$ cat src/rtl/shift_frame_packer_if.sv
// Sample-in / frame-out bundle for shift_frame_packer; slave is the packer side,
// master is the side that feeds samples and consumes frames.
interface shift_frame_packer_if #(
  parameter int WIDTH    = 1,
  parameter int LENGTH   = 8,
  parameter int CHANNELS = 1
);
  localparam int COUNT_W = (LENGTH > 1) ? $clog2(LENGTH) : 1;

  logic                               i_en;
  logic [CHANNELS*WIDTH-1:0]          i_data;
  logic                               i_sync;
  logic [CHANNELS*WIDTH-1:0]          o_ser;
  logic [CHANNELS*LENGTH*WIDTH-1:0]   o_par;
  logic [CHANNELS*LENGTH*WIDTH-1:0]   o_word;
  logic                               o_valid;
  logic                               i_ready;
  logic [COUNT_W-1:0]                 o_count;
  logic                               o_overflow;
  logic                               i_clr_ovf;

  modport slave (
    input  i_en, i_data, i_sync, i_ready, i_clr_ovf,
    output o_ser, o_par, o_word, o_valid, o_count, o_overflow
  );

  modport master (
    output i_en, i_data, i_sync, i_ready, i_clr_ovf,
    input  o_ser, o_par, o_word, o_valid, o_count, o_overflow
  );
endinterface

$ cat src/rtl/shift_frame_packer.sv
// Multi-channel serial-to-parallel shifter that captures every LENGTH-th strobe
// into a held frame offered over valid/ready, with sticky overflow detection.
module shift_frame_packer #(
  parameter int WIDTH      = 1,
  parameter int LENGTH     = 8,
  parameter int CHANNELS   = 1,
  parameter int NEWEST_LSB = 1
) (
  input  logic                 i_clk,
  input  logic                 i_rst,
  shift_frame_packer_if.slave  bus
);
  localparam int SW      = LENGTH * WIDTH;
  localparam int TW      = CHANNELS * SW;
  localparam int COUNT_W = (LENGTH > 1) ? $clog2(LENGTH) : 1;
  localparam logic [COUNT_W-1:0] LAST = COUNT_W'(LENGTH - 1);

  logic [TW-1:0]             sreg_r;
  logic [TW-1:0]             word_r;
  logic [COUNT_W-1:0]        count_r;
  logic                      valid_r;
  logic                      ovf_r;

  logic [TW-1:0]             shifted_s;
  logic [CHANNELS*WIDTH-1:0] ser_s;
  logic [COUNT_W-1:0]        count_nxt_s;
  logic                      complete_s;
  logic                      transfer_s;
  logic                      valid_nxt_s;
  logic                      ovf_nxt_s;

  for (genvar c = 0; c < CHANNELS; c++) begin : g_ch
    if (NEWEST_LSB != 0) begin : g_lsb
      assign shifted_s[c*SW +: SW]   = {sreg_r[c*SW +: SW-WIDTH], bus.i_data[c*WIDTH +: WIDTH]};
      assign ser_s[c*WIDTH +: WIDTH] = sreg_r[c*SW+SW-WIDTH +: WIDTH];
    end else begin : g_msb
      assign shifted_s[c*SW +: SW]   = {bus.i_data[c*WIDTH +: WIDTH], sreg_r[c*SW+WIDTH +: SW-WIDTH]};
      assign ser_s[c*WIDTH +: WIDTH] = sreg_r[c*SW +: WIDTH];
    end
  end

  // Sync suppresses completion even when it coincides with the last strobe.
  assign complete_s = bus.i_en && !bus.i_sync && (count_r == LAST);
  assign transfer_s = valid_r && bus.i_ready;

  // Next-state for counter, valid and overflow flag.
  always_comb begin
    count_nxt_s = count_r;
    valid_nxt_s = valid_r;
    ovf_nxt_s   = ovf_r;

    if (bus.i_sync) begin
      count_nxt_s = '0;
    end else if (bus.i_en) begin
      if (count_r == LAST) begin
        count_nxt_s = '0;
      end else begin
        count_nxt_s = count_r + COUNT_W'(1);
      end
    end else begin
      count_nxt_s = count_r;
    end

    if (complete_s) begin
      valid_nxt_s = 1'b1;
    end else if (transfer_s) begin
      valid_nxt_s = 1'b0;
    end else begin
      valid_nxt_s = valid_r;
    end

    if (complete_s && valid_r && !bus.i_ready) begin
      ovf_nxt_s = 1'b1;
    end else if (bus.i_clr_ovf) begin
      ovf_nxt_s = 1'b0;
    end else begin
      ovf_nxt_s = ovf_r;
    end
  end

  // State registers; the held frame takes the post-shift value on completion.
  always_ff @(posedge i_clk) begin
    if (i_rst) begin
      sreg_r  <= '0;
      word_r  <= '0;
      count_r <= '0;
      valid_r <= 1'b0;
      ovf_r   <= 1'b0;
    end else begin
      if (bus.i_en) begin
        sreg_r <= shifted_s;
      end
      if (complete_s) begin
        word_r <= shifted_s;
      end
      count_r <= count_nxt_s;
      valid_r <= valid_nxt_s;
      ovf_r   <= ovf_nxt_s;
    end
  end

  assign bus.o_par      = sreg_r;
  assign bus.o_ser      = ser_s;
  assign bus.o_word     = word_r;
  assign bus.o_valid    = valid_r;
  assign bus.o_count    = count_r;
  assign bus.o_overflow = ovf_r;
endmodule

$ cat src/flat_wrapper.sv
// flat-port wrapper written by rule: the top's interface ports become plain ports
module shift_frame_packer_flat 
#(
  parameter int WIDTH      = 1,
  parameter int LENGTH     = 8,
  parameter int CHANNELS   = 1,
  parameter int NEWEST_LSB = 1
)
  (i_clk, i_rst, bus_i_en, bus_i_data, bus_i_sync, bus_i_ready, bus_i_clr_ovf, bus_o_ser, bus_o_par, bus_o_word, bus_o_valid, bus_o_count, bus_o_overflow);
  shift_frame_packer_if #(.WIDTH(WIDTH), .LENGTH(LENGTH), .CHANNELS(CHANNELS)) bus_i ();
  input  logic i_clk;
  input  logic i_rst;
  input wire logic [$bits(bus_i.i_en)-1:0] bus_i_en;
  input wire logic [$bits(bus_i.i_data)-1:0] bus_i_data;
  input wire logic [$bits(bus_i.i_sync)-1:0] bus_i_sync;
  input wire logic [$bits(bus_i.i_ready)-1:0] bus_i_ready;
  input wire logic [$bits(bus_i.i_clr_ovf)-1:0] bus_i_clr_ovf;
  output wire logic [$bits(bus_i.o_ser)-1:0] bus_o_ser;
  output wire logic [$bits(bus_i.o_par)-1:0] bus_o_par;
  output wire logic [$bits(bus_i.o_word)-1:0] bus_o_word;
  output wire logic [$bits(bus_i.o_valid)-1:0] bus_o_valid;
  output wire logic [$bits(bus_i.o_count)-1:0] bus_o_count;
  output wire logic [$bits(bus_i.o_overflow)-1:0] bus_o_overflow;
  assign bus_i.i_en = bus_i_en;
  assign bus_i.i_data = bus_i_data;
  assign bus_i.i_sync = bus_i_sync;
  assign bus_i.i_ready = bus_i_ready;
  assign bus_i.i_clr_ovf = bus_i_clr_ovf;
  assign bus_o_ser = bus_i.o_ser;
  assign bus_o_par = bus_i.o_par;
  assign bus_o_word = bus_i.o_word;
  assign bus_o_valid = bus_i.o_valid;
  assign bus_o_count = bus_i.o_count;
  assign bus_o_overflow = bus_i.o_overflow;
  shift_frame_packer #(.WIDTH(WIDTH), .LENGTH(LENGTH), .CHANNELS(CHANNELS), .NEWEST_LSB(NEWEST_LSB)) u_core (.i_clk(i_clk), .i_rst(i_rst), .bus(bus_i));
endmodule
$ cat config.mk
export PLATFORM = sky130hd
export DESIGN_NAME = shift_frame_packer_flat
export DESIGN_NICKNAME = d
export VERILOG_FILES = /design/src/rtl/shift_frame_packer_if.sv /design/src/rtl/shift_frame_packer.sv /design/src/flat_wrapper.sv
export SDC_FILE = /design/constraint.sdc
export NUM_CORES = 1
export LEC_CHECK = 0
export BUFFER_PORTS_ARGS = -buffer_cell sky130_fd_sc_hd__buf_2
export CAP_MARGIN = 20
export CORE_MARGIN = 10
export CORE_UTILIZATION = 40
export DETAILED_ROUTE_END_ITERATION = 8
export GPL_ROUTABILITY_DRIVEN = 1
export PLACE_DENSITY = 0.68
export SYNTH_ARGS = -nofsm -noshare
export SYNTH_HDL_FRONTEND = slang
export SYNTH_SLANG_ARGS = --single-unit
$ cat constraint.sdc
create_clock -name i_clk -period 1.3 [get_ports i_clk]
set_input_delay 0.26 -clock i_clk [delete_from_list [all_inputs] [get_ports i_clk]]
set_output_delay 0.26 -clock i_clk [all_outputs]
set_load 0.05 [all_outputs]
* After elaboration in Yosys (flattened, before gate mapping)
Cells that the tools add are included. Widths: inputs -> output; s select.
Storage, ports and cells: word-level logic and storage cells 22, output and inout port bits 22, bits of input ports 7, bits in registers 21
Operators by class: equal/unequal tests 1, reduce and logical (&&, ||, !) cells 10, $add $sub $neg 1, muxes and demuxes 5
Operators with widths (number):
- $logic_and 1x1->1 | 5
- $mux 1 | 4
- $reduce_bool 2->1 | 2
- $add 3x1->3 const B | 1
- $eq 3x3->1 const B | 1
- $mux 3 | 1
- $logic_not 1->1 | 2
- $reduce_or 2->1 | 1

* Logic depth before layout (Yosys ltp)
Gate-level depths: netlist of the first run.
depth in word-level cells 6, depth in mapped cells 5, gate-level depth less buffers 4

* Worst setup path after synthesis of the first run
No wires, ideal clock.
path kind register -> register, start point register u_core.count_r[0], in the netlist u_core.bus.o_count[0], end point register u_core.word_r[1], in the netlist u_core.bus.o_word[1], clock period less this slack 1.581 ns, setup slack -0.281 ns, data arrival time 1.509 ns, path buffers 1, stages on the path, launching flop included 6, data required time 1.228 ns, library setup time 0.072 ns, cell sequence dfxtp_1 -> ha_1 -> ha_1 -> and3b_1 -> buf_6 -> mux2i_1
Between the ends: longest elaborated chain between the ends 2
Ends and longest elaborated chain:
- start, declared | line shift_frame_packer.sv:20 | logic [COUNT_W-1:0] count_r;
- start signal, assigned | line shift_frame_packer.sv:96 | count_r <= count_nxt_s;
- $eq 3x3->1 | line shift_frame_packer.sv:43 | assign complete_s = bus.i_en && !bus.i_sync && (count_r == LAST);
- $logic_and 1x1->1 | line shift_frame_packer.sv:43
- end signal, assigned | line shift_frame_packer.sv:94 | word_r <= shifted_s;
- end, declared | line shift_frame_packer.sv:19 | logic [TW-1:0] word_r;
Every way passes these cells. A chain may end at the register's enable or synchronous reset.

* Final worst setup path of the first run
start point register u_core.count_r[0], in the netlist u_core.bus.o_count[0], end point register u_core.count_r[0], in the netlist u_core.bus.o_count[0]
Between the ends: longest elaborated chain between the ends 2, elaborated cells between the ends (all ways) 3, those cells by class add/sub: 1; eq/ne: 1; mux: 1
Ends and longest elaborated chain:
- $add 3x1->3 / $eq 3x3->1 (equally long branches) | line shift_frame_packer.sv:58, shift_frame_packer.sv:55
- $mux 3 * | line shift_frame_packer.sv:55 | if (count_r == LAST) begin
Mark *: on every way between the ends. The rest lies on a longest branch, timed or not.

==> impl_metrics.yaml, run 1 <==
status:
  outcome: "finished with violations"
  failed_checks: "negative setup slack"
yosys:
  yosysSeqAreaShare_pct: 47.5
  synthCells: 83
  netlist_area_um2: 886
  ys_ff_latch: 21
  ys_types: 18
  yosys_warnings: 0
  syn_avg_cell_area_um2: 10.7
  syn-num-nets: 92
cts:
  post-cts-setup-buffers: 0
  clockBufferDepth: 2
  cts_root_buffer: "clkbuf_4"
  cts_hold_buf: 0
  insertion_delay_ns: 0.30
  numCtsBuffers: 3
  clock-sinks: 21
  cts_tree: "yes"
  htree_levels: 1
  cts.clk_slew.worst_paths_ns: 0.11
critical_path:
  r2r_slack_ns: -0.02
  start_kind: "flip-flop"
  path_cells: "ha_4 > ha_4 > or3b_1 > a211oi_2"
  crit_start: "u_core.bus.o_count[0]"
  r2r_start: "u_core.bus.o_count[0]"
  r2r_end: "u_core.bus.o_count[0]"
  crit_top_cell: "ha_4"
  cp-end-kind: "flip-flop"
  worst_ep_arrival_time_ns: 1.54
  slowest_delay_ns: 0.37
  slowest_stage: "dfxtp_4"
  cp_max_fo: 4
  path_class: "reg2reg"
  critical_path_required_ns: 1.52
  r2r_cells: 4
  endpoint: "u_core.bus.o_count[0]"
route:
  drtIter0Drc: 7
  firstDrtPassIters: 4
  ant_nets: 0
  via_per_inst: 4.59
  drc: 0
  postRouteWirelength_um: 1870
  vias: 647
  wire_per_inst_um: 13.2
sta:
  fmax_ghz: 0.756
  setup_viol: 1
  slew_headroom_pct: 82.7
  slew_viol_final: 0
  worst_pin_slew_ns: 0.259
  whs_ns: 0.170
  finalCritPeriodShare_pct: 102
  post-route-min-period_ns: 1.32
  setup_tns_ns: -0.0219
  skew_ns: 0.00107
  finalHoldViolations: 0
  worst_slack_ns: -0.0219
  rsz0062_at_grt: "yes"
global_routing:
  grt_util_met2_pct: 14.1
  grt_max_degree: 21
  grt_use_met3_pct: 3.01
  grt.total_usage_pct: 8.90
  grt_busiest_layer: "met2"
  gr-usage-met1_pct: 10.1
  overflow: 0
  grt_pass1_vias: 662
  grt_antenna_before_repair: 0
  grt_pass1_wl_um: 3110
placement:
  numPortBuffers: 28
  dpl_worst_slack_ns: -0.104
  dpl-instance-area_um2: 1090
  gp_congestion: 0.764
  hpwl_um: 1460
floorplan:
  core_um2: 2040
  floorplan.die.height_um: 67.1
  die_width_um: 67.1
  row_count: 16
  initial_core_util_pct: 43.4
  die_area_um2: 4500
  ios: 29
cells_and_area:
  n_antenna_cell: 0
  final_cell_area_um2: 1120
  drive_gt1_share_pct: 38.6
  synthToLayoutAreaGrowth_pct: 26.8
  nNetsFinal: 124
pwr:
  leakage_nw: 0.496
  powerDensity_nw_per_um2: 942
  ir_drop_v: 0.000651
  p_switching_uw: 250
  p_clk_share_pct: 29.2
  power_frac_seq_pct: 61.6
  power.share.switching_pct: 23.7
  pwr-share-comb_pct: 9.2
  p_int_uw: 808
  p_total_mw: 1.06
flow_run:
  cap_violations: 0
hold_path:
  hp-class: "in2reg"
-- through the flow --
stage / std cells / util, %
after floorplan: 83 / -
after global placement: 137 / 53.3
after detailed placement: 137 / 53.3
after CTS: 141 / 54.9
after global routing: 141 / 55.0
final: 141 / 55.0
-- placed cells by master (no fill, tap or decap) --
cell,instances
a211oi_1,1
a211oi_2,1
a21oi_1,1
and3b_2,1
buf_2,25
buf_4,7
clkbuf_1,1
clkbuf_4,4
dfxtp_1,18
dfxtp_2,1
dfxtp_4,2
ha_4,2
mux2i_1,17
nand2b_1,19
nand3b_1,2
nor2_1,8
nor3_1,1
o31ai_1,1
or3b_1,1
or3b_2,1
-- synth_stat cells --
cell type  instances  area share, %
mux2i_1           17             19
nor3_1             1           0.56
clkbuf_1           2           0.85
or3b_1             1           0.99
o31ai_1            1           0.85
buf_4              1           0.85
dfxtp_1           21             47
a21oi_1            1           0.56
or3b_2             1           0.99
buf_2              1           0.56
and3b_1            1           0.99
a211oi_2           1            1.4
a211oi_1           1           0.85
nor2_1             8            3.4
nand2b_1          19             13
nand3b_1           2            1.7
buf_6              2            2.5
ha_1               2            2.8
-- worst min path at each step --
stage / depth (start not counted) / endpoint / start
6_report: 2 / u_core.bus.o_count[0] / bus_i_sync
4_1_cts: 2 / u_core.bus.o_count[0] / bus_i_sync
3_5_place_dp: 2 / u_core.bus.o_word[2] / u_core.bus.o_word[2]
2_1_floorplan: 1 / u_core.bus.o_count[0] / bus_i_sync
5_1_grt: 2 / u_core.bus.o_count[0] / bus_i_sync
3_3_place_gp: 2 / u_core.bus.o_word[0] / u_core.bus.o_word[0]
-- metal layers --
metal | wire length (um) | share of wire [%] | vias up
li1 | - | - | 336
met5 | 0 | 0 | -
met1 | 818 | 44 | 295
met2 | 927 | 50 | 14
met3 | 101 | 5.4 | 2
met4 | 19 | 1.0 | 0
-- area by class of cell --
class                           instances  area [um2]
Sequential cell                        21         429
Fill cell                             189         918
Timing Repair Buffer                   33         185
Tap cell                               27        33.8
Multi-Input combinational cell         56         449
Clock buffer                            4        26.3
-- logic make-up (layout without fill, tap and decap cells) --
kind of cell               after synthesis  count (layout)  share of synthesized area [%]
AOI/OAI and AO/OA                        4               4                           3.67
and+or+nand+nor                         33              33                           22.0
adders and majority gates                2               2                           2.82
buffers and inverters                    6              37                           4.80
DFF                                     21              21                           47.5
muxes                                   17              17                           19.2
-- timing repair --
action                                  CTS  global route
gates resized for setup                   3             1
endpoints found under the hold margin     0             0
pin swaps                                 0             0
endpoints found under the setup margin   11            10
-- sequential cells by signal, summed over array words and instances, names as in the netlist --
name and cells:
u_core.bus.o_par 8, u_core.bus.o_word 8, u_core.bus.o_count 3, u_core.bus.o_overflow 1, u_core.bus.o_valid 1
-- power groups by stage --
stage                     combinational (mW)  sequential (mW)  clock, mW
after floorplan                       0.0446            0.686          0
after global placement                0.0942            0.666          0
after detailed placement              0.0956            0.667          0
after CTS                             0.0976            0.652      0.320
after global routing                   0.104            0.654      0.352
final                                 0.0969            0.652      0.309
-- worst max-delay path: cells and delay by family (launching register included) --
family	cells	cell delay, ns
adders and majority gates	2	0.31
DFF	1	0.37
and+or+nand+nor	1	0.37
AOI/OAI and AO/OA	1	0.19
(Power assumes the default switching activity.)
==> run 2: changes to the inputs <==
Settings changed: ABC_CLOCK_PERIOD_IN_PS set to 1600, PLACE_DENSITY 0.68 to 0.66, TNS_END_PERCENT set to 1.
Clock period 1.3 ns to 1.6 ns, I/O delays scaled along.
==> run 2 against run 1 <==
  * The flow now finishes without violations
  * Sequential cell count stayed put
  * Core utilization down 3.5 points
  * First-iteration DRC count rose by 130%
  * Combinational power fell by 28%
  * Worst setup slack improved by 0.24 ns
  * Clock power decreased by 17%
  * Routed wire length rose by 0.80%
  * Clock skew up 0.0099 ns
  * Sequential share of layout area up 1.8 points
  * Worst hold slack improved by 0.057 ns
  * Largest cell class unchanged
  * Highest routed layer unchanged
==> impl_metrics.yaml, run 2 (synthesis results as in run 1) <==
status:
  outcome: "complete, no violations"
sta:
  finalHoldViolations: 0
  setup_viol: 0
  post-route-min-period_ns: 1.38
  setup_tns_ns: 0
  slew_viol_final: 0
  finalCritPeriodShare_pct: 86.3
  rsz0062_at_grt: "no"
  fmax_ghz: 0.724
  slew_headroom_pct: 69.7
  skew_ns: 0.0110
  worst_pin_slew_ns: 0.455
  worst_slack_ns: 0.219
floorplan:
  die_area_um2: 4500
  core_um2: 2040
  row_count: 16
  ios: 29
  initial_core_util_pct: 43.4
  floorplan.die.height_um: 67.1
  die_width_um: 67.1
critical_path:
  slowest_delay_ns: 0.39
  r2r_slack_ns: 0.22
  start_kind: "flip-flop"
  path_class: "reg2reg"
  cp_max_fo: 8
  cp-end-kind: "flip-flop"
  critical_path_required_ns: 1.83
  crit_top_cell: "ha_1"
  crit_family: "flip-flops"
  crit_buf_inv: 0
  r2r_end: "u_core.bus.o_word[3]"
  r2r_cells: 4
  r2r_start: "u_core.bus.o_count[0]"
  path_cells: "ha_1 > ha_1 > and3b_2 > mux2i_1"
  worst_ep_arrival_time_ns: 1.61
  slowest_stage: "dfxtp_1"
cts:
  clock-sinks: 21
  cts_hold_buf: 0
  numCtsBuffers: 3
  clockBufferDepth: 2
  cts_tree: "yes"
  cts_root_buffer: "clkbuf_4"
  insertion_delay_ns: 0.30
  htree_levels: 1
  cts.clk_slew.worst_paths_ns: 0.12
placement:
  hpwl_um: 1370
  dpl_worst_slack_ns: 0.0920
  numPortBuffers: 28
  gp_congestion: 0.697
hold_path:
  worstHoldStart: "bus_i_sync"
  hp-class: "in2reg"
  whs_path_depth: 2
  holdPathEnd: "u_core.bus.o_count[0]"
cells_and_area:
  num-fill-cells: 212
  layout_common_cells: "buf_2 (28), dfxtp_1 (21), nand2b_1 (19), mux2i_1 (17), nor2_1 (8)"
  n_antenna_cell: 0
  nNetsFinal: 120
  synthToLayoutAreaGrowth_pct: 18.8
  final_common_cell: "buf_2"
  drive_gt1_share_pct: 31.8
global_routing:
  grt.total_usage_pct: 9.04
  grt_antenna_before_repair: 0
  overflow: 0
  grt_pass1_vias: 698
  grt_pass1_wl_um: 3180
  grt_max_degree: 31
route:
  drtIter0Drc: 16
  postRouteWirelength_um: 1880
  vias: 651
  wire_per_inst_um: 13.7
  via_per_inst: 4.75
  ant_nets: 0
  firstDrtPassIters: 4
  drc: 0
pwr:
  powerDensity_nw_per_um2: 814
  leakage_nw: 0.479
  ir_drop_v: 0.000474
flow_run:
  cap_violations: 0
## run 2: cell count changes in the layout (fill, tap and decap cells not counted), sizes merged
cell and delta:
clkbuf -1, buf -3
## run 2: report_power, final
part	total, mW	switching [mW]	internal (mW)	leakage [nW]
clock	0.255	0.158	0.0972	0.0150
combinational	0.0697	0.0425	0.0272	0.295
sequential	0.532	0.00428	0.527	0.170
total	0.857	0.205	0.652	0.479
## run 2: layout make-up
type | instances | area, um2 | share of cell area, %
clock buffers | 4 | 26.3 | 2.50
multi-input cells | 56 | 424 | 40.3
flip-flops and latches | 21 | 420 | 40.0
well taps | 27 | 33.8 | 3.21
repair buffers | 29 | 148 | 14.0
## run 2: metrics by stage
| stage | hold slack [ns] | std cells | power (mW) | instance area [um2] | util [%] |
|---|---|---|---|---|---|
| 5_1_grt | 0.241 | 137 | 0.888 | 1050 | 51.5 |
| 3_3_place_gp | 0.459 | 133 | 0.613 | 1020 | 50.2 |
| 4_1_cts | 0.224 | 137 | 0.873 | 1050 | 51.5 |
| 3_5_place_dp | 0.467 | 133 | 0.614 | 1020 | 50.2 |
| 2_1_floorplan | 0.393 | 83 | 0.595 | 886 | - |
| 6_report | 0.227 | 137 | 0.857 | 1050 | 51.5 |
## run 2: layer usage
layer	track usage [%]	up-vias	share of wire (%)	wire (um)
met3	3.01	4	7.7	144
met1	10.4	298	47	876
li1	-	331	-	-
met5	0	-	0	0
met4	6.15	0	2.8	53
met2	13.7	18	43	806
## run 2: worst max-delay path by stage
| stage | startpoint | end | cells after the start |
|---|---|---|---|
| finish | u_core.bus.o_count[0] | u_core.bus.o_word[3] | 4 |
| global route | u_core.bus.o_count[0] | u_core.bus.o_word[4] | 4 |
| CTS | u_core.bus.o_count[0] | u_core.bus.o_word[2] | 4 |
| detailed placement | u_core.bus.o_count[0] | u_core.bus.o_word[6] | 4 |
| global placement | u_core.bus.o_count[1] | u_core.bus.o_word[3] | 4 |
| floorplan | u_core.bus.o_count[0] | u_core.bus.o_word[1] | 5 |
## run 2: timing repair
| action | in CTS | in global routing |
|---|---|---|
| resized for setup | 0 | 1 |
| buffers inserted | 0 | 0 |
| hold endpoints to repair | 0 | 0 |
| endpoints found under the setup margin | 0 | 8 |
## run 2: worst reg2reg max path, cell delays in order, from the launching register on
cell and delay, ns:
dfxtp_1 0.39, ha_1 0.16, ha_1 0.19, and3b_2 0.36, mux2i_1 0.22
==> run 3: changes to the inputs <==
Settings changed: ABC_CLOCK_PERIOD_IN_PS 1600 to 1800.
Clock period 1.6 ns to 1.8 ns, I/O delays scaled along.
==> run 3 against run 2 <==
  * Sequential share of layout area unchanged
  * Routed wire length decreased by 6.5%
  * Cell count unchanged
  * Clock skew increased by 0.0014 ns
  * Core utilization unchanged
  * Count of clock-buffer cells in the layout decreased by 1
  * Largest cell class unchanged
==> impl_metrics.yaml, run 3 (synthesis results as in run 1) <==
status:
  outcome: "complete, no violations"
sta:
  slew_headroom_pct: 72.0
  finalHoldViolations: 0
  rsz0062_at_grt: "no"
  slew_viol_final: 0
  worst_pin_slew_ns: 0.420
  finalCritPeriodShare_pct: 76.5
  worst_slack_ns: 0.424
  fmax_ghz: 0.727
  whs_ns: 0.260
  skew_ns: 0.0124
  setup_tns_ns: 0
  post-route-min-period_ns: 1.38
  setup_viol: 0
global_routing:
  grt_pass1_vias: 642
  overflow: 0
  grt_pass1_wl_um: 2930
  grt.total_usage_pct: 8.30
  grt_antenna_before_repair: 0
  grt_max_degree: 31
critical_path:
  path_class: "reg2reg"
  crit_family: "adder cells"
  critical_path_required_ns: 2.04
  crit_buf_inv: 0
  path_cells: "ha_1 > ha_1 > or3b_1 > a211oi_2"
  slowest_stage: "or3b_1"
  start_kind: "flip-flop"
  cp-end-kind: "flip-flop"
  slowest_delay_ns: 0.37
  worst_ep_arrival_time_ns: 1.62
  cp_max_fo: 4
  crit_top_cell: "ha_1"
route:
  drc: 0
  postRouteWirelength_um: 1760
  drtIter0Drc: 22
  via_per_inst: 4.58
  wire_per_inst_um: 12.8
  firstDrtPassIters: 4
  vias: 628
  ant_nets: 0
cts:
  cts.clk_slew.worst_paths_ns: 0.12
  clockBufferDepth: 2
  clock-sinks: 21
  cts_root_buffer: "clkbuf_4"
  htree_levels: 1
  numCtsBuffers: 3
  cts_hold_buf: 0
  cts_resized: 0
  cts_tree: "yes"
  post-cts-setup-buffers: 0
  insertion_delay_ns: 0.31
placement:
  numPortBuffers: 28
  dp.cells: 133
  hpwl_um: 1320
  gp_congestion: 0.648
  dpl-instance-area_um2: 1020
  dpl_worst_slack_ns: 0.445
cells_and_area:
  final_cells: 137
  layout_common_cells: "buf_2 (28), dfxtp_1 (21), nand2b_1 (19), mux2i_1 (17), nor2_1 (8)"
  drive_gt1_share_pct: 31.8
  final_common_cell: "buf_2"
  utilization_pct: 51.5
  synthToLayoutAreaGrowth_pct: 18.8
  final_cell_area_um2: 1050
  n_antenna_cell: 0
  nNetsFinal: 120
pwr:
  p_total_uw: 757
  leakage_nw: 0.483
  ir_drop_v: 0.000452
  powerDensity_nw_per_um2: 720
floorplan:
  ios: 29
  core_um2: 2040
  die_width_um: 67.1
  row_count: 16
  die_area_um2: 4500
  initial_core_util_pct: 43.4
  floorplan.die.height_um: 67.1
hold_path:
  hp-class: "in2reg"
flow_run:
  cap_violations: 0
-- run 3: cell types whose count changed in the layout (fill, tap and decap cells not counted) --
cell,previous run,this run
and3b_2,1,0
clkbuf_1,1,0
clkinv_2,0,1
and3b_1,0,1
-- run 3: final timing paths --
check	start	to	slack [ns]	depth (start not counted)
worst min register to register	u_core.bus.o_word[5]	u_core.bus.o_word[5]	0.48	2
worst max register to register	u_core.bus.o_count[0]	u_core.bus.o_count[0]	0.42	4
worst max-delay path	u_core.bus.o_count[0]	u_core.bus.o_count[0]	0.42	4
worst min-delay path	bus_i_sync	u_core.bus.o_count[0]	0.26	2
-- run 3: final cells by class --
type / instances / area (um2)
clock buffer: 3 / 22.5
clock inverter: 1 / 5.00
fill: 209 / 990
multi-input combinational: 56 / 423
sequential: 21 / 420
tap: 27 / 33.8
timing repair buffer: 29 / 148
-- run 3: routing by layer --
layer / vias to the layer above / track usage [%] / wire, um
li1: 329 / - / -
met1: 281 / 10.2 / 827
met2: 16 / 11.8 / 782
met3: 2 / 3.51 / 135
met4: 0 / 4.62 / 13
met5: - / 0 / 0
-- run 3: worst register-to-register path, delay by kind of cell (launching register included) --
family	cells	cell delay, ns
compound gates	1	0.17
fa+ha+maj	2	0.42
flops	1	0.36
simple gates	1	0.37
-- run 3: where the power goes --
part / internal [mW] / switching (mW)
Clock: 0.0829 / 0.143
Combinational: 0.0229 / 0.0363
Sequential: 0.469 / 0.00412
Total: 0.574 / 0.183
